===== config.mk =====
export PLATFORM = sky130hd
export DESIGN_NAME = program_loader
export DESIGN_NICKNAME = d
export VERILOG_FILES = /design/src/rtl/program_loader.sv
export SDC_FILE = /design/constraint.sdc
export NUM_CORES = 1
export LEC_CHECK = 0
export BUFFER_PORTS_ARGS = -buffer_cell sky130_fd_sc_hd__buf_2
export CORE_UTILIZATION = 55
export DETAILED_ROUTE_END_ITERATION = 10
export PLACE_DENSITY = 0.79
export REMOVE_ABC_BUFFERS = 1
export SYNTH_ARGS = -nofsm -noshare
export SYNTH_HDL_FRONTEND = slang
export SYNTH_SLANG_ARGS = --single-unit

===== constraint.sdc =====
create_clock -name clk -period 3.8 [get_ports clk]
set_input_delay 0.76 -clock clk [delete_from_list [all_inputs] [get_ports clk]]
set_output_delay 0.76 -clock clk [all_outputs]
set_load 0.02 [all_outputs]

===== src/rtl/program_loader.sv =====
// Receives a length-prefixed, checksummed byte stream and writes assembled
// 16-bit words into the instruction memory write port, holding the CPU meanwhile.
module program_loader #(
  parameter int unsigned ADDR_W = 5,
  parameter int unsigned DEPTH  = 32,
  parameter int unsigned WORD_W = 16
) (
  input  logic              clk,
  input  logic              rst_n,
  input  logic              start,
  input  logic              abort,
  input  logic              byte_valid,
  input  logic [7:0]        byte_data,
  output logic              byte_ready,
  output logic              load_instr,
  output logic [ADDR_W-1:0] load_instr_address,
  output logic [WORD_W-1:0] instruction_input,
  output logic              busy,
  output logic              cpu_hold,
  output logic              done,
  output logic              error,
  output logic [1:0]        err_code
);

  localparam int unsigned CntW = ADDR_W + 1;
  localparam logic [7:0]  DepthByte = 8'(DEPTH);

  typedef enum logic [2:0] {
    StIdle, StCount, StHi, StLo, StWrite, StCsum, StDone, StErr
  } state_e;

  state_e            state_q;
  logic [CntW-1:0]   n_q;
  logic [CntW-1:0]   wcnt_q;
  logic [CntW-1:0]   wcnt_inc;
  logic [7:0]        hi_q;
  logic [7:0]        csum_q;
  logic              in_busy;

  assign in_busy  = (state_q != StIdle) && (state_q != StDone) && (state_q != StErr);
  assign wcnt_inc = wcnt_q + 1'b1;
  assign cpu_hold = busy;

  always_comb begin
    byte_ready = 1'b0;
    if (!abort) begin
      byte_ready = (state_q == StCount) || (state_q == StHi) ||
                   (state_q == StLo)    || (state_q == StCsum);
    end
  end

  always_ff @(posedge clk or negedge rst_n) begin
    if (!rst_n) begin
      state_q            <= StIdle;
      n_q                <= '0;
      wcnt_q             <= '0;
      hi_q               <= '0;
      csum_q             <= '0;
      load_instr         <= 1'b0;
      load_instr_address <= '0;
      instruction_input  <= '0;
      busy               <= 1'b0;
      done               <= 1'b0;
      error              <= 1'b0;
      err_code           <= 2'b00;
    end else begin
      load_instr <= 1'b0;
      // Abort overrides everything, including a simultaneous start or byte.
      if (in_busy && abort) begin
        state_q  <= StErr;
        busy     <= 1'b0;
        error    <= 1'b1;
        err_code <= 2'b11;
      end else begin
        unique case (state_q)
          StIdle, StDone, StErr: begin
            if (start) begin
              state_q  <= StCount;
              busy     <= 1'b1;
              done     <= 1'b0;
              error    <= 1'b0;
              err_code <= 2'b00;
              csum_q   <= '0;
              wcnt_q   <= '0;
            end
          end
          StCount: begin
            if (byte_valid) begin
              n_q <= byte_data[CntW-1:0];
              if (byte_data == 8'd0 || byte_data > DepthByte) begin
                state_q  <= StErr;
                busy     <= 1'b0;
                error    <= 1'b1;
                err_code <= 2'b01;
              end else begin
                state_q <= StHi;
              end
            end
          end
          StHi: begin
            if (byte_valid) begin
              hi_q    <= byte_data;
              csum_q  <= csum_q + byte_data;
              state_q <= StLo;
            end
          end
          StLo: begin
            if (byte_valid) begin
              instruction_input  <= {hi_q, byte_data};
              csum_q             <= csum_q + byte_data;
              load_instr         <= 1'b1;
              load_instr_address <= wcnt_q[ADDR_W-1:0];
              state_q            <= StWrite;
            end
          end
          StWrite: begin
            wcnt_q  <= wcnt_inc;
            state_q <= (wcnt_inc == n_q) ? StCsum : StHi;
          end
          StCsum: begin
            if (byte_valid) begin
              busy <= 1'b0;
              if (byte_data == csum_q) begin
                state_q <= StDone;
                done    <= 1'b1;
              end else begin
                state_q  <= StErr;
                error    <= 1'b1;
                err_code <= 2'b10;
              end
            end
          end
          default: state_q <= StIdle;
        endcase
      end
    end
  end

endmodule


==> reports/metrics.csv <==
metric,value,unit
Worst slew margin,43.7,%
Worst R2R End,state_q[0]$_DFFE_PN0P_,
Placer Congestion,0.846,
core area,5240,sq um
RSZ-0062 raised after global routing,false,
Clock transition at path regs,0.07,ns
setup TNS,0,ns
largest net degree at the start of global routing,39,
R2R Path Start,state_q[2]$_DFFE_PN0P_,
hold crit path type,in2async,
Worst setup SP type,flip-flop,
Initial Util,58.5,%
I/O Buffers,41,
Achievable Freq,403,MHz
Syn-to-layout area delta,14.5,%
drt total wl,6.17,mm
worst-path maximum fanout,26,
Die Y,76.7,um
total track usage,23.0,%
CTS tree,yes,
synthesized area,3070,sq um
buffer and inverter count on the worst path,0,
"Slew Viols, Final",0,
mean routed wirelength per cell,15.9,um
Die Area,5880,sq um
Post-CTS Setup Inserts,0,
vias per cell,5.68,
Final nets,336,
# rows,26,
first-pass GRT wire length,10.4,mm
Synth Warn #,0,
most frequent cells in the layout,"dfrtp_1, buf_2, mux2_2",
CP max stage delay,0.83,ns
clock buffer depth,2,
worst setup margin,1.32,ns
top_reg_cell synth,dfrtp_1,
Post-Syn Area per Cell,11.2,sq um
max-cap violation count,0,
Setup crit end kind,flip-flop,
ys async rst share,100,%
dpl hpwl,4.30,mm
number of global-route vias before repair,2160,
I/O pins,42,
DR vias,2211,
Sink Count,58,
P_leak,1.70,nW
Tmin final,2.48,ns
Post-synth EDFFs,0,
CTS Hold Bufs,0,
critical path's slowest cell,dfrtp_1,
post-route antenna net violation count,0,
status,completed,
worst path cell trace,or2_2 -> nor2_1 -> o31ai_1 -> mux2_2 -> a31o_2,
pwr dens,746,nW/um^2
fill cell count,408,
# setup viols final,0,
H-tree levels,3,
critical path's top delay family,compound AO/OA/AOI/OAI gates,
pre-CTS setup slack,1.18,ns
"commonest non-fill, non-tap cell in the layout",dfrtp_1,
CP startpoint,state_q[2]$_DFFE_PN0P_,
"Arr. time, crit path",2.72,ns
WP data required,4.04,ns
global route overflow,0,
layout cell share with drive strength beyond 1,32.0,%
initial drt markers,156,
skew final,0.00697,ns
ratio of final minimum period to clock period,65.3,%
Residual DRC,0,
Reg2Reg Depth,5,
slew at the pin closest to its max-slew limit,0.841,ns
"Seq/Total Area, Yosys",47.3,%
drt first pass iters,4,
Final Hold Fails,0,
n_diodes,0,
WS Path Type,reg2reg,
worst vdd ir,0.497,mV
Unique masters post-synth,54,
Root Driver,clkbuf_8,
CTS buffer count,9,
register-to-register setup slack,1.32,ns
Syn Inst Count,274,
Worst-Skew Late Latency,0.34,ns
initial antenna violation count,0,
number of gates resized after cts,0,
synthesized flop and latch total,58,
Die W,76.7,um
[registers in the layout, summed over array words and instances (netlist names)]
| signal | count |
|---|---|
| busy | 1 |
| load_instr_address | 5 |
| state_q | 3 |
| instruction_input | 16 |
| wcnt_q | 6 |
| load_instr | 1 |
| err_code | 2 |
| hi_q | 8 |
| csum_q | 8 |
| error | 1 |
| n_q | 6 |
| done | 1 |
[Yosys cell counts (2+ instances only)]
| cell type | n | area (sq um) |
|---|---|---|
| and2_1 | 2 | 12.5 |
| buf_2 | 5 | 25.0 |
| nand2_1 | 20 | 75.1 |
| nor2_1 | 16 | 60.1 |
| a21oi_1 | 7 | 35.0 |
| nand2b_1 | 5 | 31.3 |
| dfrtp_1 | 58 | 1450 |
| a31oi_1 | 5 | 31.3 |
| nor3b_1 | 4 | 30.0 |
| and3_1 | 2 | 12.5 |
| nor3_1 | 4 | 20.0 |
| o211ai_1 | 2 | 15.0 |
| o21ai_0 | 14 | 70.1 |
| a22o_1 | 5 | 43.8 |
| nand3_1 | 11 | 55.1 |
| mux2_2 | 35 | 394 |
| ha_1 | 8 | 100 |
| nor3_4 | 2 | 32.5 |
| nor2b_1 | 5 | 31.3 |
| or2_2 | 3 | 18.8 |
| inv_1 | 5 | 18.8 |
| o31ai_1 | 4 | 30.0 |
| a21o_1 | 3 | 22.5 |
| xor2_1 | 7 | 61.3 |
| buf_4 | 3 | 22.5 |
| xnor2_1 | 6 | 52.6 |
| a2bb2oi_1 | 2 | 17.5 |
| xor3_1 | 2 | 47.6 |
| clkbuf_1 | 3 | 11.3 |
| buf_6 | 2 | 22.5 |
[metrics by stage]
stage          utilization (%)  power (W)  cell area, sq um  instances  hold WS (ns)
4_1_cts                   67.0    0.00263              3510        389         0.375
3_3_place_gp              62.7    0.00194              3280        373         0.465
3_5_place_dp              62.7    0.00197              3280        373         0.479
5_1_grt                   67.0    0.00278              3510        389         0.393
2_1_floorplan                -    0.00170              2980        261         0.453
6_report                  67.0    0.00262              3510        389         0.360
[metal layers]
layer	vias to the layer above	global-route usage (%)	wire [um]
met1	1072	29.7	2830
met4	0	9.42	131
met2	54	36.8	2930
met3	13	6.07	286
met5	-	0	0
li1	1072	-	-
[kinds of logic (layout without fill, tap and decap cells)]
logic type / after synthesis / count (layout) / synth area share, %
and+or+nand+nor: 85 / 85 / 15.0
xor gates and xnor gates: 15 / 15 / 5.27
muxes: 36 / 36 / 13.2
AOI/OAI and AO/OA: 53 / 53 / 12.0
buffers and inverters: 18 / 63 / 3.27
adders and majority gates: 9 / 9 / 3.92
DFF: 58 / 58 / 47.3
[how the worst max path moves through the flow]
stage	cells after the start	to	slack [ns]
after detailed placement	6	hi_q[2]$_DFFE_PN0P_	1.18
after floorplan	7	csum_q[6]$_DFFE_PN0P_	1.50
after CTS	5	hi_q[2]$_DFFE_PN0P_	1.35
after global routing	5	state_q[0]$_DFFE_PN0P_	1.17
after global placement	6	hi_q[2]$_DFFE_PN0P_	1.24
final	5	state_q[0]$_DFFE_PN0P_	1.32
[layout make-up]
cell class	instances	area, sq um	share of cell area [%]
clock inverters	7	103	2.92
inverters	5	18.8	0.535
well taps	70	87.6	2.49
clock buffers	9	124	3.53
flip-flops and latches	58	1450	41.3
repair buffers	42	213	6.06
multi-input cells	198	1510	43.1
[report_power, final]
group | total (W) | internal [W] | switching [W]
logic | 0.000955 | 0.000434 | 0.000521
registers | 0.00101 | 0.000825 | 0.000189
clock network | 0.000652 | 0.000374 | 0.000278
total | 0.00262 | 0.00163 | 0.000988
(Power assumes the default switching activity.)
